### src/rtl/fetch_controller.sv
`timescale 1ns / 1ps
// fetch_controller
//
// Owns a single-port synchronous instruction memory and shares it between two
// users: a program loader that streams words in (LOAD), and an instruction
// fetcher that reads sequentially and handles stalls, branch redirects and halt (RUN).
//
// Ports
//   clk, rst                : clock (rising edge), asynchronous active-low reset
//   load_req                : enter program-load mode from IDLE
//   ld_valid/ld_data/ld_last: loader word stream; ld_ready accepts it in LOAD
//   start, halt, stall      : run control
//   br_taken, br_target     : fetch redirect
//   mem_en/we/addr/din      : memory port drive (combinational)
//   mem_dout                : memory read data, valid the cycle after a read
//   pc, instr, instr_valid  : fetched instruction to decode
//   busy                    : controller not in IDLE
//   load_count, load_ovf    : words accepted in the last load, write-pointer wrap flag
module fetch_controller #(
    parameter int unsigned ADDR_W   = 10,
    parameter logic [31:0] RESET_PC = 32'h0
) (
    input  logic              clk,
    input  logic              rst,
    input  logic              load_req,
    input  logic              ld_valid,
    input  logic [31:0]       ld_data,
    input  logic              ld_last,
    output logic              ld_ready,
    input  logic              start,
    input  logic              halt,
    input  logic              stall,
    input  logic              br_taken,
    input  logic [31:0]       br_target,
    output logic              mem_en,
    output logic              mem_we,
    output logic [ADDR_W-1:0] mem_addr,
    output logic [31:0]       mem_din,
    input  logic [31:0]       mem_dout,
    output logic [31:0]       pc,
    output logic [31:0]       instr,
    output logic              instr_valid,
    output logic              busy,
    output logic [ADDR_W:0]   load_count,
    output logic              load_ovf
);

    typedef enum logic [1:0] {
        StIdle,
        StLoad,
        StRun,
        StHalted
    } state_t;

    localparam logic [ADDR_W:0]   LoadMax = {1'b1, {ADDR_W{1'b0}}};
    localparam logic [ADDR_W-1:0] WptrMax = '1;

    state_t            state;
    logic [31:0]       fetch_pc;
    logic [ADDR_W-1:0] wptr;
    logic              issued;

    logic              ld_accept;
    logic              fetch_rd;

    assign ld_accept = (state == StLoad) && ld_valid;
    // A redirect still issues a read that cycle; its data is simply never marked valid.
    assign fetch_rd  = (state == StRun) && !halt && (!stall || br_taken);

    assign ld_ready    = (state == StLoad);
    assign busy        = (state != StIdle);
    assign mem_en      = ld_accept || fetch_rd;
    assign mem_we      = ld_accept;
    assign mem_addr    = ld_accept ? wptr : fetch_pc[ADDR_W-1:0];
    assign mem_din     = ld_accept ? ld_data : 32'h0;
    // The memory output register holds the last read, so instr stays stable while stalled.
    assign instr       = mem_dout;
    assign instr_valid = issued;

    always_ff @(posedge clk or negedge rst) begin
        if (!rst) begin
            state      <= StIdle;
            fetch_pc   <= RESET_PC;
            pc         <= 32'h0;
            issued     <= 1'b0;
            wptr       <= '0;
            load_count <= '0;
            load_ovf   <= 1'b0;
        end else begin
            case (state)
                StIdle: begin
                    if (load_req) begin
                        state      <= StLoad;
                        wptr       <= '0;
                        load_count <= '0;
                        load_ovf   <= 1'b0;
                    end else if (start) begin
                        state    <= StRun;
                        fetch_pc <= RESET_PC;
                    end
                end
                StLoad: begin
                    if (ld_valid) begin
                        wptr <= wptr + 1'b1;
                        if (wptr == WptrMax) begin
                            load_ovf <= 1'b1;
                        end
                        if (load_count != LoadMax) begin
                            load_count <= load_count + 1'b1;
                        end
                        if (ld_last) begin
                            state <= StIdle;
                        end
                    end
                end
                StRun: begin
                    if (halt) begin
                        state  <= StHalted;
                        issued <= 1'b0;
                    end else if (br_taken) begin
                        fetch_pc <= br_target;
                        issued   <= 1'b0;
                    end else if (!stall) begin
                        fetch_pc <= fetch_pc + 32'd1;
                        pc       <= fetch_pc;
                        issued   <= 1'b1;
                    end
                end
                StHalted: begin
                    // Only reset leaves this state.
                end
                default: begin
                    state <= StIdle;
                end
            endcase
        end
    end

endmodule

### config.mk
export PLATFORM = sky130hd
export DESIGN_NAME = fetch_controller
export DESIGN_NICKNAME = d
export VERILOG_FILES = /design/src/rtl/fetch_controller.sv
export SDC_FILE = /design/constraint.sdc
export NUM_CORES = 1
export LEC_CHECK = 0
export BUFFER_PORTS_ARGS = -buffer_cell sky130_fd_sc_hd__buf_2
export CAP_MARGIN = 0
export CORE_MARGIN = 3
export CORE_UTILIZATION = 50
export CTS_BUF_LIST = sky130_fd_sc_hd__clkbuf_16
export CTS_CLUSTER_DIAMETER = 200
export DETAILED_ROUTE_END_ITERATION = 6
export PLACE_DENSITY_LB_ADDON = 0.25
export SETUP_SLACK_MARGIN = 0.5
export SLEW_MARGIN = 30
export SYNTH_ARGS = -nofsm -noshare
export SYNTH_HDL_FRONTEND = slang
export SYNTH_SLANG_ARGS = --single-unit
### constraint.sdc
create_clock -name clk -period 3.5 [get_ports clk]
set_clock_uncertainty 0.15 [all_clocks]
set_input_delay 0.35 -clock clk [delete_from_list [all_inputs] [get_ports clk]]
set_output_delay 0.35 -clock clk [all_outputs]
set_load 0.05 [all_outputs]
Word level (Yosys, flattened, before mapping)

Index checks and enable logic that the tools add are counted.

Flip-flop bits (word level): 89
Bits in latches: 0
Bits in writable memories: 0
ROM bits: 0
Input port bits: 105
Output and inout port bits: 123
Logic and storage cells: 76
Memories kept: 0

$add $sub $neg: 3
Multiply operators: 0
Div/mod/pow operators: 0
$lt $le $gt $ge: 0
Equality and inequality tests: 16
Shifts and indexed selects: 0
Muxes and demuxes: 28
Bitwise logic cells: 3
Reductions and logical operators: 19

Operator list:

| kind                    | count |
|---|---|
| $mux W32                | 6 |
| $pmux W32 S2            | 1 |
| $mux W11                | 3 |
| $add A32 B1 Y32 const B | 1 |
| $mux W10                | 3 |
| $pmux W11 S2            | 1 |
| $pmux W10 S2            | 1 |
| $ne A2 B2 Y1 const B    | 7 |
| $reduce_and A4 Y1       | 3 |
| $add A11 B1 Y11 const B | 1 |
| $ne A11 B11 Y1 const B  | 1 |
| $add A10 B1 Y10 const B | 1 |
| $eq A10 B10 Y1 const B  | 1 |
| $mux W2                 | 5 |
| $reduce_and A5 Y1       | 2 |
| $mux W1                 | 6 |
| $ne A3 B3 Y1 const B    | 2 |
| $pmux W2 S3             | 1 |
| $reduce_bool A2 Y1      | 3 |
| $ne A2 B1 Y1 const B    | 2 |
| $logic_and A1 B1 Y1     | 3 |
| $ne A3 B2 Y1 const B    | 1 |
| $not A1 Y1              | 3 |
| $reduce_and A3 Y1       | 1 |
| other kinds (8)         | 10 |

Longest topological paths before layout

Depth in word-level cells: 5
Depth in mapped cells: 9
Depth with buffers taken out: 7

Worst setup path after synthesis

Ideal clock, no wire load.

Path type: reg2out
Start: register state[1]
End: output port mem_addr[0]
Data arrival time: 2.430 ns
Data required time: 3.000 ns
Path slack: 0.570 ns
Cell stages (with the launch flop): 6
Path through: dfrtp_1 -> inv_1 -> ha_1 -> buf_2 -> nand2_1 -> o21ai_0

Longest elaborated chain between the ends: 3

RTL lines:

| item                   | line | RTL |
|---|---|---|
| from (decl)            | 58   | `state_t state;` |
| from (signal assigned) | 82   | `state <= StIdle;` |
| from (signal assigned) | 93   | `state <= StLoad;` |
| from (signal assigned) | 98   | `state <= StRun;` |
| $eq A2 B1 Y1           | n/a  |  |
| named net ld_ready     | 29   | `output logic ld_ready,` |
| $logic_and A1 B1 Y1    | 66   | `assign ld_accept = (state == StLoad) && ld_valid;` |
| $mux W10               | 74   | `assign mem_addr = ld_accept ? wptr : fetch_pc[ADDR_W-1:0];` |
| to (decl)              | 37   | `output logic [ADDR_W-1:0] mem_addr,` |

The timed path passes the listed nets, and every way through them passes these cells.

Final worst setup path

Start: register state[1]
End: output port mem_addr[7]

Longest elaborated chain between the ends: 3

RTL lines:

| item                | line |
|---|---|
| $eq A2 B1 Y1        | 66 |
| $logic_and A1 B1 Y1 | 66 |
| $mux W10            | 74 |

Every way passes these cells.

==> impl_metrics.xml <==
<?xml version="1.0" encoding="UTF-8"?>
<metrics>
  <group name="critical_path">
    <metric name="category_of_cells_accounting_for_the_largest_share_of_critical_path_delay" unit="">buffers and inverters</metric>
    <metric name="cell_chain_critical_path" unit="">inv_1, ha_1, nand2_1, inv_2, mux2_2, buf_2</metric>
    <metric name="timing.critical_path.arrival" unit="ns">2.35</metric>
    <metric name="worst_path_required" unit="ns">3.00</metric>
    <metric name="critPathMaxFanout" unit="">10</metric>
    <metric name="crit_path_start_kind" unit="">flip-flop</metric>
    <metric name="timing.critical_path.slowest_cell_delay" unit="ns">0.40</metric>
    <metric name="critical_path_slowest_stage_cell" unit="">sky130_fd_sc_hd__dfrtp_1</metric>
    <metric name="endpoint_kind" unit="">output port</metric>
    <metric name="critPathKind" unit="">flip-flop to output port</metric>
    <metric name="timing.critical_path.buf_inv" unit="">3</metric>
  </group>
  <group name="synth">
    <metric name="ys_top_cells_by_count" unit="">sky130_fd_sc_hd__dfrtp_1, sky130_fd_sc_hd__o21ai_0, sky130_fd_sc_hd__nand2_1</metric>
    <metric name="netlist-cell-type-count" unit="">54</metric>
    <metric name="synth_edf_count" unit="">0</metric>
    <metric name="synthDominantAreaCellType" unit="">sky130_fd_sc_hd__dfrtp_1</metric>
    <metric name="yosys.cell_count.top_type" unit="">sky130_fd_sc_hd__dfrtp_1</metric>
    <metric name="synth.area.top_cells" unit="">sky130_fd_sc_hd__dfrtp_1, sky130_fd_sc_hd__mux2_2, sky130_fd_sc_hd__o21ai_0, sky130_fd_sc_hd__buf_4, sky130_fd_sc_hd__and3_1</metric>
    <metric name="ys_async_sr_fraction" unit="%">100</metric>
    <metric name="avgSynthCellArea" unit="µm²">9.31</metric>
    <metric name="postSynth.topFlopCell" unit="">sky130_fd_sc_hd__dfrtp_1</metric>
    <metric name="ys_seq_area_share" unit="%">42.0</metric>
    <metric name="synth_warnings" unit="">0</metric>
    <metric name="synth.cell_area" unit="µm²">5310</metric>
    <metric name="yosys.area.top_type_share" unit="%">42.0</metric>
    <metric name="mappedNetlistNets" unit="">683</metric>
    <metric name="syn-instance-count" unit="">570</metric>
    <metric name="yosys_register_bits" unit="">89</metric>
  </group>
  <group name="timing">
    <metric name="final_critical_path_setup_slack" unit="ns">0.649</metric>
    <metric name="grt_setup_unrepaired" unit="">no</metric>
    <metric name="final.period_utilization" unit="%">81.5</metric>
    <metric name="totalNegativeSetupSlack" unit="ns">0</metric>
    <metric name="fmaxAchievable" unit="MHz">351</metric>
    <metric name="finalSetupViolations" unit="">0</metric>
    <metric name="max_slew_margin" unit="%">41.1</metric>
    <metric name="fin_crit" unit="ns">2.85</metric>
    <metric name="drv_slew" unit="">0</metric>
    <metric name="tightest_slew" unit="ns">0.884</metric>
    <metric name="final-hold-violation-count" unit="">0</metric>
  </group>
  <group name="clock_tree">
    <metric name="clk_pin_slew" unit="ns">0.07</metric>
    <metric name="cts_tree" unit="">yes</metric>
    <metric name="clk_path_buf_depth" unit="">2</metric>
    <metric name="numClockSinks" unit="">89</metric>
    <metric name="clkLatencyLatePin" unit="ns">0.34</metric>
    <metric name="cts-hold-fix-buffers" unit="">1</metric>
    <metric name="ctsResizeCount" unit="">0</metric>
    <metric name="clock_tree.root_cell" unit="">sky130_fd_sc_hd__clkbuf_16</metric>
    <metric name="cts_inserted_buffers" unit="">9</metric>
    <metric name="cts-htree-levels" unit="">3</metric>
    <metric name="postCtsSetupBuffers" unit="">0</metric>
  </group>
  <group name="floorplan">
    <metric name="placeableCoreArea" unit="µm²">10000</metric>
    <metric name="fp.dieArea" unit="µm²">11900</metric>
    <metric name="vertical_extent_of_the_die" unit="µm">109</metric>
    <metric name="die_w" unit="µm">109</metric>
    <metric name="std_cell_rows" unit="">36</metric>
    <metric name="floorplan.io_pins" unit="">228</metric>
    <metric name="floorplan.initialDensity" unit="%">52.8</metric>
  </group>
  <group name="final_layout">
    <metric name="fillerInstances" unit="">846</metric>
    <metric name="antenna_cells" unit="">0</metric>
    <metric name="syn2layout_area_growth" unit="%">19.0</metric>
    <metric name="finalNetCount" unit="">803</metric>
    <metric name="layout-drive-gt1-share" unit="%">34.5</metric>
  </group>
  <group name="detailed_routing">
    <metric name="wl" unit="mm">14.8</metric>
    <metric name="top_layer_used" unit="">met4</metric>
    <metric name="vias_per_cell" unit="">5.89</metric>
    <metric name="met3RoutedLength" unit="mm">1.09</metric>
    <metric name="wl_met1" unit="mm">5.80</metric>
    <metric name="drt_pre_antenna_iters" unit="">5</metric>
    <metric name="detail_route.wl_per_cell" unit="µm">17.9</metric>
    <metric name="drcViolationCount" unit="">0</metric>
    <metric name="dr.first_iter.drc_count" unit="">342</metric>
    <metric name="met2WireLength" unit="mm">7.53</metric>
    <metric name="via_count" unit="">4881</metric>
    <metric name="detail-route-antenna-nets" unit="">0</metric>
  </group>
  <group name="global_routing">
    <metric name="grt_max_degree" unit="">42</metric>
    <metric name="antenna_found_initial" unit="">0</metric>
    <metric name="grt_remaining_overflow" unit="">0</metric>
    <metric name="gr-usage-all-layers" unit="%">25.3</metric>
    <metric name="grt_pass1_wl" unit="mm">23.7</metric>
    <metric name="vias_in_the_first_global_route" unit="">4711</metric>
  </group>
  <group name="place">
    <metric name="detailed_place_hpwl" unit="mm">11.0</metric>
    <metric name="routability_congestion_estimate" unit="">0.838</metric>
    <metric name="numPortBuffers" unit="">163</metric>
    <metric name="post-place-ws" unit="ns">0.885</metric>
  </group>
  <group name="power">
    <metric name="irDropWorstVdd" unit="µV">171</metric>
    <metric name="power.density" unit="nW/µm²">339</metric>
    <metric name="total_leakage_power" unit="nW">3.33</metric>
  </group>
  <group name="job">
    <metric name="max_cap_viol_count" unit="">0</metric>
  </group>
  <group name="run_status">
    <metric name="outcome" unit="">finished, final reports clean</metric>
  </group>
  <group name="worst_hold_path">
    <metric name="worst_hold_path_type" unit="">input pin to flip-flop</metric>
  </group>
</metrics>
-- kinds of logic after synthesis --
group | after synthesis | synth area share [%]
muxes | 43 | 9.08
DFF | 89 | 42.0
adders and majority gates | 8 | 1.89
AOI/OAI and AO/OA | 119 | 14.1
xor gates and xnor gates | 14 | 2.31
buffers and inverters | 80 | 8.44
and+or+nand+nor | 217 | 22.2
-- cell usage in the layout, fill, tap and decap left out, types with 11 or more instances in the layout --
cell and n:
sky130_fd_sc_hd__buf_4 12, sky130_fd_sc_hd__nand3_1 27, sky130_fd_sc_hd__nor2_1 41, sky130_fd_sc_hd__and3_1 39, sky130_fd_sc_hd__buf_2 162, sky130_fd_sc_hd__xor2_1 11, sky130_fd_sc_hd__o21ai_0 52, sky130_fd_sc_hd__dfrtp_1 89
sky130_fd_sc_hd__nand2_1 47, sky130_fd_sc_hd__inv_1 13, sky130_fd_sc_hd__a21oi_1 19, sky130_fd_sc_hd__nand4_1 14, sky130_fd_sc_hd__mux2_2 41
-- path summary, 6_finish.rpt --
path / start / end / slack, ns / depth (start not counted)
min reg2reg: pc[6]$_DFFE_PN0P_ / pc[6]$_DFFE_PN0P_ / 0.35 / 1
min: br_target[21] / fetch_pc[21]$_DFFE_PN0P_ / 0.06 / 3
min in group asynchronous: rst / pc[8]$_DFFE_PN0P_ / 0.39 / 2
max reg2reg: fetch_pc[0]$_DFFE_PN0P_ / fetch_pc[28]$_DFFE_PN0P_ / 0.93 / 6
max: state[1]$_DFFE_PN0P_ / mem_addr[7] / 0.65 / 6
max in group asynchronous: rst / instr_valid$_DFFE_PN0P_ / 2.04 / 3
-- per-layer routing --
metal	GRT usage, %	vias up
met3	3.79	35
met2	43.4	243
li1	-	2280
met4	10.1	0
met1	32.0	2323
met5	0	-
-- registers in the layout, indices dropped and copies added, names as in the netlist --
register	flops
wptr	10
pc	32
fetch_pc	32
state	2
load_count	11
instr_valid	1
load_ovf	1
-- power by group --
part	total (mW)	switching [mW]	internal [mW]
registers	1.03	0	1.03
logic	0.0953	0.0566	0.0387
clock network	1.01	0.396	0.619
total	2.14	0.452	1.69
-- layout make-up --
class	count	area (µm²)	share of cell area, %
inverter	14	52.6	0.832
sequential	89	2230	35.3
tap	133	166	2.64
timing repair buffer	175	911	14.4
clock buffer	9	225	3.57
clock inverter	7	87.6	1.39
multi-input combinational	401	2640	41.9
-- worst reg2reg max path, stage by stage, from the launching register on --
cell and delay [ns]:
sky130_fd_sc_hd__dfrtp_1 0.49, sky130_fd_sc_hd__ha_1 0.29, sky130_fd_sc_hd__inv_1 0.11, sky130_fd_sc_hd__nor4_4 0.68
sky130_fd_sc_hd__nand3_1 0.27, sky130_fd_sc_hd__o311ai_1 0.30, sky130_fd_sc_hd__o311ai_1 0.15
-- metrics by stage --
step | hold slack [ns] | area (µm²) | instances | power (mW) | utilization [%]
floorplan | -0.0956 | 5310 | 570 | 1.17 | -
global placement | 0.211 | 5980 | 810 | 1.14 | 59.6
detailed placement | 0.203 | 5990 | 811 | 1.14 | 59.6
CTS | 0.0566 | 6310 | 828 | 2.15 | 62.8
global route | 0.0873 | 6310 | 828 | 2.20 | 62.9
finish | 0.0567 | 6310 | 828 | 2.14 | 62.9
Power figures use the tool's default switching activity.
